--- config.mk ---
export PLATFORM = sky130hd
export DESIGN_NAME = alu_shift_seq
export DESIGN_NICKNAME = d
export VERILOG_FILES = /design/src/rtl/alu_pkg.sv /design/src/rtl/alu_shift_step.sv /design/src/rtl/alu_shift_seq.sv
export SDC_FILE = /design/constraint.sdc
export NUM_CORES = 1
export LEC_CHECK = 0
export BUFFER_PORTS_ARGS = -buffer_cell sky130_fd_sc_hd__buf_2
export CELL_PAD_IN_SITES_DETAIL_PLACEMENT = 0
export CELL_PAD_IN_SITES_GLOBAL_PLACEMENT = 2
export CORE_ASPECT_RATIO = 1.4
export CORE_MARGIN = 4
export CORE_UTILIZATION = 34
export DETAILED_ROUTE_END_ITERATION = 10
export PLACE_DENSITY_LB_ADDON = 0.2
export SLEW_MARGIN = 10
export SYNTH_ARGS = -nofsm -noshare
export SYNTH_HDL_FRONTEND = slang
export SYNTH_SLANG_ARGS = --single-unit
--- constraint.sdc ---
create_clock -name clk -period 2.7 [get_ports clk]
set_clock_uncertainty 0.15 [all_clocks]
set_input_delay 0.405 -clock clk [delete_from_list [all_inputs] [get_ports clk]]
set_output_delay 0.405 -clock clk [all_outputs]
set_load 0.01 [all_outputs]
--- src/rtl/alu_pkg.sv ---
// rtl/alu_pkg.sv - shared op encodings and FSM state type for the sequential shifter
package alu_pkg;

  localparam logic [2:0] SHOP_SHL  = 3'd0;
  localparam logic [2:0] SHOP_SHR  = 3'd1;
  localparam logic [2:0] SHOP_ASR  = 3'd2;
  localparam logic [2:0] SHOP_ROL  = 3'd3;
  localparam logic [2:0] SHOP_ROR  = 3'd4;
  localparam logic [2:0] SHOP_RCL  = 3'd5;
  localparam logic [2:0] SHOP_RCR  = 3'd6;
  localparam logic [2:0] SHOP_RSVD = 3'd7;

  typedef enum logic [1:0] {
    IDLE  = 2'd0,
    SHIFT = 2'd1,
    DONE  = 2'd2
  } state_t;

endpackage

--- src/rtl/alu_shift_step.sv ---
// rtl/alu_shift_step.sv - one single-bit shift/rotate step on data plus carry
module alu_shift_step
  import alu_pkg::*;
#(
  parameter int WIDTH = 8
) (
  input  logic [WIDTH-1:0] data,
  input  logic             carry,
  input  logic [2:0]       op,
  output logic [WIDTH-1:0] next_data,
  output logic             next_carry
);

  always_comb begin
    next_data  = data;
    next_carry = carry;
    case (op)
      SHOP_SHL: begin
        next_data  = {data[WIDTH-2:0], 1'b0};
        next_carry = data[WIDTH-1];
      end
      SHOP_SHR: begin
        next_data  = {1'b0, data[WIDTH-1:1]};
        next_carry = data[0];
      end
      SHOP_ASR: begin
        next_data  = {data[WIDTH-1], data[WIDTH-1:1]};
        next_carry = data[0];
      end
      SHOP_ROL: begin
        next_data  = {data[WIDTH-2:0], data[WIDTH-1]};
        next_carry = data[WIDTH-1];
      end
      SHOP_ROR: begin
        next_data  = {data[0], data[WIDTH-1:1]};
        next_carry = data[0];
      end
      // Carry acts as the extra bit of a WIDTH+1 rotate.
      SHOP_RCL: begin
        next_data  = {data[WIDTH-2:0], carry};
        next_carry = data[WIDTH-1];
      end
      SHOP_RCR: begin
        next_data  = {carry, data[WIDTH-1:1]};
        next_carry = data[0];
      end
      default: begin
        next_data  = data;
        next_carry = carry;
      end
    endcase
  end

endmodule

--- src/rtl/alu_shift_seq.sv ---
// rtl/alu_shift_seq.sv - multi-cycle shifter, one bit per clock, valid/ready on both sides
module alu_shift_seq
  import alu_pkg::*;
#(
  parameter int WIDTH = 8,
  parameter int AMT_W = 4
) (
  input  logic             clk,
  input  logic             rst_n,
  input  logic             in_valid,
  output logic             in_ready,
  input  logic [2:0]       op,
  input  logic [AMT_W-1:0] amount,
  input  logic             CarryIn,
  input  logic [WIDTH-1:0] LHSIn,
  output logic             out_valid,
  input  logic             out_ready,
  output logic [WIDTH-1:0] LHSOut,
  output logic             CarryOut,
  output logic             ZeroOut
);

  state_t           state;
  state_t           state_next;
  logic [WIDTH-1:0] data_q;
  logic             carry_q;
  logic             zero_q;
  logic [2:0]       op_q;
  logic [AMT_W-1:0] count_q;
  logic [WIDTH-1:0] step_data;
  logic             step_carry;
  logic             start_shift;

  alu_shift_step #(.WIDTH(WIDTH)) u_step (
    .data       (data_q),
    .carry      (carry_q),
    .op         (op_q),
    .next_data  (step_data),
    .next_carry (step_carry)
  );

  // The reserved op behaves as a zero-length shift.
  assign start_shift = (op != SHOP_RSVD) && (amount != '0);

  always_comb begin
    state_next = state;
    case (state)
      IDLE: begin
        if (in_valid) begin
          state_next = start_shift ? SHIFT : DONE;
        end
      end
      SHIFT: begin
        if (count_q == AMT_W'(1)) begin
          state_next = DONE;
        end
      end
      DONE: begin
        if (out_ready) begin
          state_next = IDLE;
        end
      end
      default: state_next = IDLE;
    endcase
  end

  always_ff @(posedge clk or negedge rst_n) begin
    if (!rst_n) begin
      state   <= IDLE;
      data_q  <= '0;
      carry_q <= 1'b0;
      zero_q  <= 1'b1;
      op_q    <= SHOP_SHL;
      count_q <= '0;
    end else begin
      state <= state_next;
      case (state)
        IDLE: begin
          if (in_valid) begin
            data_q  <= LHSIn;
            carry_q <= CarryIn;
            zero_q  <= (LHSIn == '0);
            op_q    <= op;
            count_q <= start_shift ? amount : '0;
          end
        end
        SHIFT: begin
          data_q  <= step_data;
          carry_q <= step_carry;
          zero_q  <= (step_data == '0);
          count_q <= count_q - AMT_W'(1);
        end
        default: begin
        end
      endcase
    end
  end

  assign in_ready  = (state == IDLE);
  assign out_valid = (state == DONE);
  assign LHSOut    = data_q;
  assign CarryOut  = carry_q;
  assign ZeroOut   = zero_q;

endmodule

# [After elaboration in Yosys (flattened, before gate mapping)]
# Index checks and enable logic that the tools add are counted.
# Widths: inputs -> output; s select.
[totals] memories=0 out_inout_bits=12 ramBits=0 word_cells=50 rom_bits=0 latchBits=0 ff_bits=19
[op_classes] n_addsub=1 muxes=16 order_cmp=0 reduce_logical=13 multipliers=0 div=0 bitwise=0 n_shift=0 n_eq_ne=14
[op_table] cell="$pmux 8 s7" count=1
[op_table] cell="$logic_not 8->1" count=2
[op_table] cell="$pmux 8 s2" count=1
[op_table] cell="$eq 3x3->1 const B" count=3
[op_table] cell="$mux 2" count=4
[op_table] cell="$mux 4" count=2
[op_table] cell="$mux 8" count=1
[op_table] cell="$pmux 4 s2" count=1
[op_table] cell="$eq 3x2->1 const B" count=2
[op_table] cell="$ne 3x3->1 const B" count=2
[op_table] cell="$pmux 1 s2" count=3
[op_table] cell="$pmux 2 s3" count=1
[op_table] cell="$reduce_and 3->1" count=2
[op_table] cell="$eq 4x1->1 const B" count=1
[op_table] cell="$ne 2x2->1 const B" count=2
[op_table] cell="$reduce_and 2->1" count=2
[op_table] cell="$reduce_bool 4->1" count=1
[op_table] cell="$reduce_or 4->1" count=1
[op_table] cell="$sub 4x1->4 const B" count=1
[op_table] cell="$eq 3x1->1 const B" count=1
[op_table] cell="$logic_not 3->1" count=1
[op_table] cell="$reduce_or 3->1" count=1
[op_table] cell="$eq 2x1->1 const B" count=1
[op_table] cell="$eq 2x2->1 const B" count=1
[op_table] cell="5 further kinds" count=6

# [Depth between registers and ports, before layout]
# Gate-level depths: netlist of the first run.
[logic_depth] word_depth=5 ltp_mapped=7 depth_no_buf=5

# [Modules after synthesis]
# A second synthesis of the first run with hierarchy kept.
[hier_totals] hier_cells=172 area_unflattened_um2=1501.4
[modules_own_cells] module="alu_shift_seq" n_inst=1 area_per_inst_um2=1037.2 cells_each=109
[modules_own_cells] module="alu_shift_step" n_inst=1 area_per_inst_um2=464.2 cells_each=63

# [Least setup slack after synthesis of the first run]
# Ideal clock, no wire load.
[synth_path] path_kind="register to register" startpoint="register op_q[1]" endpoint="register zero_q, in the netlist ZeroOut" setup_time_ns=0.091 path_stages_with_launch=7 setup_slack_ns=0.996 path_buffers=1 t_arrival_ns=1.464 required_time_ns=2.459 cell_sequence="dfrtp_1 -> buf_6 -> nor2_2 -> mux2_2 -> o21ai_0 -> nand4_1 -> o31ai_1"
[synth_via] elab_chain_len=4
[synth_lines] item="from (decl)" line_no="alu_shift_seq.sv:28" text="logic [2:0] op_q;"
[synth_lines] item="from (signal assigned)" line_no="alu_shift_seq.sv:83" text="op_q <= op;"
[synth_lines] item="$eq 3x3->1 (tied with other cells)" line_no="alu_shift_step.sv:17" text="case (op)"
[synth_lines] item="$pmux 8 s7 *" line_no="alu_shift_step.sv:17"
[synth_lines] item="$logic_not 8->1 *" line_no="alu_shift_seq.sv:90" text="zero_q <= (step_data == '0);"
[synth_lines] item="$pmux 1 s2 *" line_no="alu_shift_seq.sv:77" text="case (state)"
[synth_lines] item="to (signal assigned)" line_no="alu_shift_seq.sv:82" text="zero_q <= (LHSIn == '0);"
[synth_lines] item="to (signal assigned)" line_no="alu_shift_seq.sv:90"
[synth_lines] item="to (decl)" line_no="alu_shift_seq.sv:27" text="logic zero_q;"
# Every way passes the cells marked *; elsewhere a longest branch is shown, timed or not.
# A chain may end at the register's enable or synchronous reset.

# [Final worst setup path of the first run]
# Ends and elaborated chain as after synthesis.

==> summary.md, run 1 <==
| Metric | Value |
|---|---|
| Status | `completed` |
| Detailed Route WL | `4330 um` |
| # rows | `28` |
| Antenna-violating nets left | `0` |
| Antenna violations before repair | `0` |
| FF-to-FF path depth | `5` |
| Power per cell area | `1250 mW/mm^2` |
| Fillers | `452` |
| Crit path time final | `2060 ps` |
| Tcrit/Tclk final | `76.1%` |
| Async SR Flop Fraction | `100%` |
| Vias after detailed routing | `1476` |
| Detailed placement HPWL | `3330 um` |
| Count of final setup violators | `0` |
| Final Power | `2.14 mW` |
| RR Startpoint | `op_q[1]` |
| Setup TNS | `0 ps` |
| Yosys top cell area share | `30.3%` |
| GR Util All Layers | `16.9%` |
| DRC viols | `0` |
| CTS Buf Count | `3` |
| Placer Congestion | `0.862` |
| Clk root buf | `clkbuf_8` |
| Die area | `0.00550 mm^2` |
| Cell taking the most area after synthesis | `dfrtp_1` |
| CTS tree | `yes` |
| Die Height | `86.2 um` |
| Largest net degree at the start of global routing | `22` |
| Achievable frequency | `0.486 GHz` |
| Mapped Area | `0.00149 mm^2` |
| Yosys cell types | `47` |
| Chip width | `63.9 um` |
| Main area contributors after synthesis | `dfrtp_1 (30%), a21oi_1 (6.1%), mux2i_1 (5.4%)` |
| Final Hold Viols | `0` |
| Max_cap viols | `0` |
| Initial DRT Pass Iterations | `4` |
| Critical Path Source | `op_q[1]` |
| Layout net count | `227` |
| Clock sink count | `19` |
| Sequential area share after synthesis | `32.1%` |
| First DRT Iteration DRCs | `96` |
| Placed cells | `259` |
| PortBufs | `31` |
| RSZ-0062 raised after global routing | `no` |
| Share of post-route cells with drive strength above 1 | `23.0%` |
| Dpl ws | `675 ps` |
| Post-synth top flop | `dfrtp_1` |
| Worst Hold Class | `in -> reg` |
| Most instantiated cells after synthesis | `a21oi_1 (18), dfrtp_1 (18), o21ai_0 (12), nand2_1 (11), nor2_1 (11)` |
| Clock Pin Slew Worst Setup and Hold Paths | `70 ps` |
| GRT overflow | `0` |
| Hold depth | `3` |
| Vias in the first global route | `1532` |
| # H-tree levels | `1` |
| Non-Filler Instances | `264` |
| WP data arrival | `2070 ps` |
| CP Class | `reg -> reg` |
| Final Worst Setup Slack | `644 ps` |
| Post-Syn Instances | `179` |
| # IOs | `32` |
| CP Max Fanout | `17` |
| Clock Latency Late Sink | `250 ps` |
| First-pass GRT wire length | `7430 um` |
| CP Capture Type | `flip-flop` |
| Initial Util | `35.0%` |
| Ant. Diodes | `0` |
| Net Count, Synth | `201` |
| Average wire per standard cell | `16.4 um` |
| Synthesis-stage register bit count | `19` |
| FF+latch area | `477 um^2` |
| Multi-input logic area | `908 um^2` |
| CP Data Required Time | `2710 ps` |
| Worst slew pin tran | `662 ps` |
| Post-synth EDFFs | `0` |
| Layout area overhead | `15.2%` |
| Yosys warnings | `0` |
| Max VDD drop | `0.000485 V` |
| Leak pwr | `0.687 nW` |
| Total core area | `0.00424 mm^2` |
| Avg Inst Size Synth | `8.30 um^2` |
| Final Max Tran Viols | `0` |
| Slew margin rel. | `55.9%` |
| CP Launch Type | `flip-flop` |
| Hold Crit Start | `op[1]` |
| Vias/cell | `5.59` |
| Clk buf depth | `2` |
[logic make-up (layout without fill, tap and decap cells)]
logic type,after synthesis,in the layout,share of synthesized area [%]
simple gates,68,68,25.0
compound gates,60,60,26.8
flops,19,19,32.1
buf+inv,19,44,6.74
mux,11,11,7.67
fa+ha+maj,2,2,1.68
[repair_timing]
| action | CTS | global route |
|---|---|---|
| resized for setup | 0 | 0 |
| hold endpoints to repair | 18 | 0 |
| buffers inserted | 0 | 0 |
| hold buffers | 1 | 0 |
[cell type report]
type | instances | area share, %
Clock buffer | 4 | 2.63
Sequential cell | 19 | 27.9
Tap cell | 60 | 4.39
Multi-Input combinational cell | 141 | 53.1
Inverter | 5 | 1.10
Timing Repair Buffer | 35 | 11.0
[final timing paths]
kind,endpoint,slack [ps]
max in group asynchronous,ZeroOut,1580
worst min register to register,count_q[3],390
worst min-delay path,op_q[1],230
min in group asynchronous,count_q[3],480
worst max register to register,ZeroOut,640
worst max-delay path,ZeroOut,640
[report_power, final]
| part | internal, mW | switching, mW | total, mW | leakage (nW) |
|---|---|---|---|---|
| Combinational | 0.567 | 0.661 | 1.23 | 0.446 |
| Clock | 0.105 | 0.0922 | 0.197 | 0.0228 |
| Sequential | 0.417 | 0.299 | 0.716 | 0.218 |
| Total | 1.09 | 1.05 | 2.14 | 0.687 |
[placed cells by master (no fill, tap or decap), types with 2 or more instances in the layout]
cell | netlist | layout
nor3b_1 | 6 | 6
inv_1 | 5 | 5
o22ai_1 | 3 | 3
a21oi_1 | 18 | 18
nor2b_1 | 4 | 4
buf_4 | 2 | 3
o21a_1 | 2 | 2
a32oi_1 | 5 | 5
ha_1 | 2 | 2
mux2_2 | 2 | 2
nand2b_1 | 6 | 6
clkbuf_8 | 0 | 3
nand3_1 | 9 | 9
o22a_1 | 6 | 6
nand2_1 | 11 | 11
nor4_1 | 4 | 4
o21ai_0 | 12 | 12
a22o_1 | 2 | 2
dfrtp_1 | 18 | 18
a31oi_1 | 2 | 2
mux2i_1 | 8 | 8
or3_1 | 3 | 3
nor3_1 | 5 | 5
buf_2 | 5 | 31
nor2_1 | 11 | 11
[stage by stage]
step                instance area, um^2  hold slack (ps)  utilization [%]
detailed placement                 1660              231             39.1
global placement                   1660              223             39.1
finish                             1710              234             40.4
CTS                                1710              225             40.4
floorplan                          1490            -40.6                -
global route                       1710              234             40.4
[routing by layer]
layer / global-route usage (%) / part of all wire, % / vias to the layer above
met3: 2.46 / 4.1 / 6
met2: 31.4 / 53 / 32
met4: 5.50 / 1.0 / 0
met5: 0 / 0 / -
li1: - / - / 721
met1: 19.5 / 42 / 717
[critical path: stages, from the launching register on]
cell and delay, ps:
dfrtp_1 570, nor2_2 290, mux2_1 340, o21ai_0 240
nand3_1 120, o31ai_1 260
[sequential cells by signal, indices dropped and copies added (netlist names)]
name	cells
ZeroOut	1
op_q	3
LHSOut	8
state	2
count_q	4
CarryOut	1
Note: power is estimated with default switching activity, not from simulation.
==> inputs of run 2 (changes only) <==
--- a/config.mk
+++ b/config.mk
@@ -5,12 +5,13 @@
 export SDC_FILE = /design/constraint.sdc
 export NUM_CORES = 1
 export LEC_CHECK = 0
+export ABC_AREA = 1
 export BUFFER_PORTS_ARGS = -buffer_cell sky130_fd_sc_hd__buf_2
 export CELL_PAD_IN_SITES_DETAIL_PLACEMENT = 0
 export CELL_PAD_IN_SITES_GLOBAL_PLACEMENT = 2
 export CORE_ASPECT_RATIO = 1.4
 export CORE_MARGIN = 4
-export CORE_UTILIZATION = 34
+export CORE_UTILIZATION = 28
 export DETAILED_ROUTE_END_ITERATION = 10
 export PLACE_DENSITY_LB_ADDON = 0.2
 export SLEW_MARGIN = 10
==> constraint.sdc (replaced) <==
create_clock -name clk -period 2 [get_ports clk]
set_clock_uncertainty 0.15 [all_clocks]
set_input_delay 0.3 -clock clk [delete_from_list [all_inputs] [get_ports clk]]
set_output_delay 0.3 -clock clk [all_outputs]
set_load 0.01 [all_outputs]
==> run 2 against run 1 <==
  * Flip-flop and latch count did not move
  * Core utilization fell by 4.0 points
  * Sequential power rose by 8.2%
  * Hold slack got worse by 110 ps
  * Cell count rose by 5.3%
  * Final area fell by 7.7%
  * Setup slack got worse by 390 ps
  * Synthesized cell count rose by 2.2%
  * Clock power rose by 38%
  * Wire length fell by 9.3%
  * Register-to-register slack got worse by 390 ps
  * First-iteration DRC count fell by 47%
==> summary.md, run 2 <==
| Metric | Value |
|---|---|
| Layout area overhead | `22.4%` |
| Net Count, Synth | `205 (+2.0%)` |
| CP Launch Type | `flip-flop` |
| Tcrit/Tclk final | `87.1% (+11 points)` |
| WP data arrival | `1790 ps (-280 ps)` |
| Most common cell after layout, fill and taps aside | `nand2_1` |
| Antenna-violating nets left | `0 (unchanged)` |
| Ant. Diodes | `0 (unchanged)` |
| Detailed Route WL | `3930 um (-9.3%)` |
| Count leader, synth | `nand2_1` |
| Final Worst Setup Slack | `257 ps (-387 ps)` |
| Post-CTS Hold Fix Bufs | `1 (unchanged)` |
| Dpl ws | `295 ps (-380 ps)` |
| Initial Util | `29.7% (-5.3 points)` |
| Clock Pin Slew Worst Setup and Hold Paths | `70 ps (about the same)` |
| Sequential area share after synthesis | `37.0% (+4.9 points)` |
| DRC viols | `0 (unchanged)` |
| Mapped Area | `0.00129 mm^2 (-13%)` |
| Chip width | `65.4 um (+2.4%)` |
| CP Capture Type | `flip-flop` |
| # H-tree levels | `1 (unchanged)` |
| Max_cap viols | `0 (unchanged)` |
| PortBufs | `31 (unchanged)` |
| CTS resizes | `0 (unchanged)` |
| Detailed placement HPWL | `3100 um (-6.9%)` |
| Async SR Flop Fraction | `100% (unchanged)` |
| Layout net count | `241 (+6.2%)` |
| Yosys warnings | `0 (unchanged)` |
| Vias in the first global route | `1384 (-9.7%)` |
| Max VDD drop | `0.000507 V (+4.4%)` |
| Yosys cell types | `29 (-38%)` |
| Yosys top cell area share | `34.9% (+4.6 points)` |
| Commonest cells after routing, fill and taps aside | `nand2_1 (32), buf_2 (31), nor2_1 (28)` |
| GRT overflow | `0 (unchanged)` |
| Fillers | `504 (+12%)` |
| CP Data Required Time | `2040 ps (-670 ps)` |
| # Post-CTS Setup Buffers | `0 (unchanged)` |
| CP Class | `reg -> reg` |
| RSZ-0062 raised after global routing | `no` |
| Die Height | `88.3 um (+2.4%)` |
| # IOs | `32 (unchanged)` |
| Placer Congestion | `0.809 (-6.1%)` |
| Clock Latency Late Sink | `260 ps (about the same)` |
| First DRT Iteration DRCs | `51 (-47%)` |
| Synthesis-stage register bit count | `19 (unchanged)` |
| Avg Inst Size Synth | `7.05 um^2 (-15%)` |
| Final Max Tran Viols | `0 (unchanged)` |
| Setup TNS | `0 ps (unchanged)` |
| Post-synth EDFFs | `0 (unchanged)` |
| Worst slew pin tran | `458 ps (-204 ps)` |
| CTS Buf Count | `3 (unchanged)` |
| Vias after detailed routing | `1365 (-7.5%)` |
| Die area | `0.00577 mm^2 (+4.9%)` |
| Initial DRT Pass Iterations | `3 (-1)` |
| Main area contributors after synthesis | `dfrtp_1 (35%), nand2_1 (9.3%), nor2_1 (8.1%)` |
| Worst Hold Class | `in -> reg` |
| Slew margin rel. | `69.5% (+14 points)` |
| Power per cell area | `1800 mW/mm^2 (+44%)` |
| Crit path time final | `1740 ps (-313 ps)` |
| Vias/cell | `4.91 (-12%)` |
| CTS tree | `yes` |
| Achievable frequency | `0.574 GHz (+18%)` |
| First-pass GRT wire length | `6420 um (-14%)` |
| Total core area | `0.00434 mm^2 (+2.5%)` |
| Largest register FFs | `8 (unchanged)` |
| Clk buf depth | `2 (unchanged)` |
| Final Hold Viols | `0 (unchanged)` |
| Count of final setup violators | `0 (unchanged)` |
| # rows | `28 (unchanged)` |
| Average wire per standard cell | `14.1 um (-14%)` |
| Most instantiated cells after synthesis | `nand2_1 (32), nor2_1 (28), inv_1 (21), dfrtp_1 (18), a21oi_1 (14)` |
| Antenna violations before repair | `0 (unchanged)` |
| Status | `completed` |
| Share of post-route cells with drive strength above 1 | `23.4% (+0.36 points)` |
| CP Max Fanout | `8 (-9)` |
| Cell taking the most area after synthesis | `dfrtp_1` |
| Leak pwr | `0.788 nW (+15%)` |
| Largest net degree at the start of global routing | `20 (-9.1%)` |
| Post-synth top flop | `dfrtp_1` |
| Clock sink count | `19 (unchanged)` |
| Clk root buf | `clkbuf_8` |
| Post-layout util | `36.3% (-4.0 points)` |
| GR Util All Layers | `14.4% (-2.5 points)` |
| Post-Syn Instances | `183 (+2.2%)` |
-- run 2: changes by cell type after synthesis, sizes merged, moves of 4 or more --
| cell | previous run | this run |
|---|---|---|
| nand2 | 11 | 33 |
| a32oi | 5 | 0 |
| nor3b | 6 | 0 |
| inv | 5 | 25 |
| nand2b | 6 | 0 |
| buf | 9 | 3 |
| nor2 | 12 | 29 |
| nor2b | 5 | 0 |
| clkbuf | 5 | 1 |
| nand4 | 1 | 6 |
| mux2i | 8 | 0 |
| o22ai | 3 | 8 |
| o22a | 6 | 0 |
-- run 2: worst paths after layout --
path	start	to	slack [ps]	cells past startpoint
max	op_q[2]	ZeroOut	260	9
min	op[1]	op_q[1]	120	3
max reg2reg	op_q[2]	ZeroOut	260	9
min reg2reg	count_q[3]	count_q[3]	440	2
max in group asynchronous	rst_n	ZeroOut	980	2
min in group asynchronous	rst_n	op_q[2]	380	2
-- run 2: critical path, cell delays in order (launching register included) --
cell and delay (ps):
dfrtp_1 440, inv_2 120, nand3_2 200, nand3_1 220, o21ai_1 90, nor2_1 90, nand2_1 50, nor2_1 110
nand2_1 90, a21oi_2 120
-- run 2: cell type report --
type                       count  area [um^2]  area share [%]
timing repair buffer          35          188            11.9
sequential                    19          477            30.2
tap                           60         75.1            4.75
inverter                      25         93.8            5.94
clock buffer                   4         45.0            2.85
multi-input combinational    135          701            44.4
-- run 2: cells by family (layout without fill, tap and decap cells) --
logic type / count (synthesis) / after routing / share of synthesized area [%]
flip-flops: 19 / 19 / 37.0
AND/OR/NAND/NOR: 90 / 90 / 32.3
XOR/XNOR: 1 / 1 / 0.679
buffers and inverters: 29 / 64 / 8.73
AO/OA/AOI/OAI: 42 / 42 / 19.4
adder cells (fa/ha/maj): 2 / 2 / 1.94
-- run 2: through the flow --
| step | hold WS, ps | area, um^2 | cells | total power [mW] |
|---|---|---|---|---|
| global route | 130 | 1580 | 278 | 3.16 |
| detailed placement | 131 | 1520 | 273 | 2.60 |
| global placement | 133 | 1520 | 273 | 2.60 |
| CTS | 122 | 1580 | 278 | 2.88 |
| finish | 124 | 1580 | 278 | 2.84 |
| floorplan | -146 | 1290 | 183 | 2.04 |
-- run 2: routing by layer --
metal  vias to the layer above  routed length (um)  GRT usage [%]
li1                        691                   -              -
met1                       648                1790           17.2
met2                        20                1970           26.1
met3                         6                 108           1.78
met4                         0                  55           5.28
met5                         -                   0              0
-- run 2: power breakdown --
group	switching, mW	internal [mW]	total (mW)
clock network	0.130	0.142	0.271
logic	1.14	0.658	1.80
registers	0.182	0.594	0.775
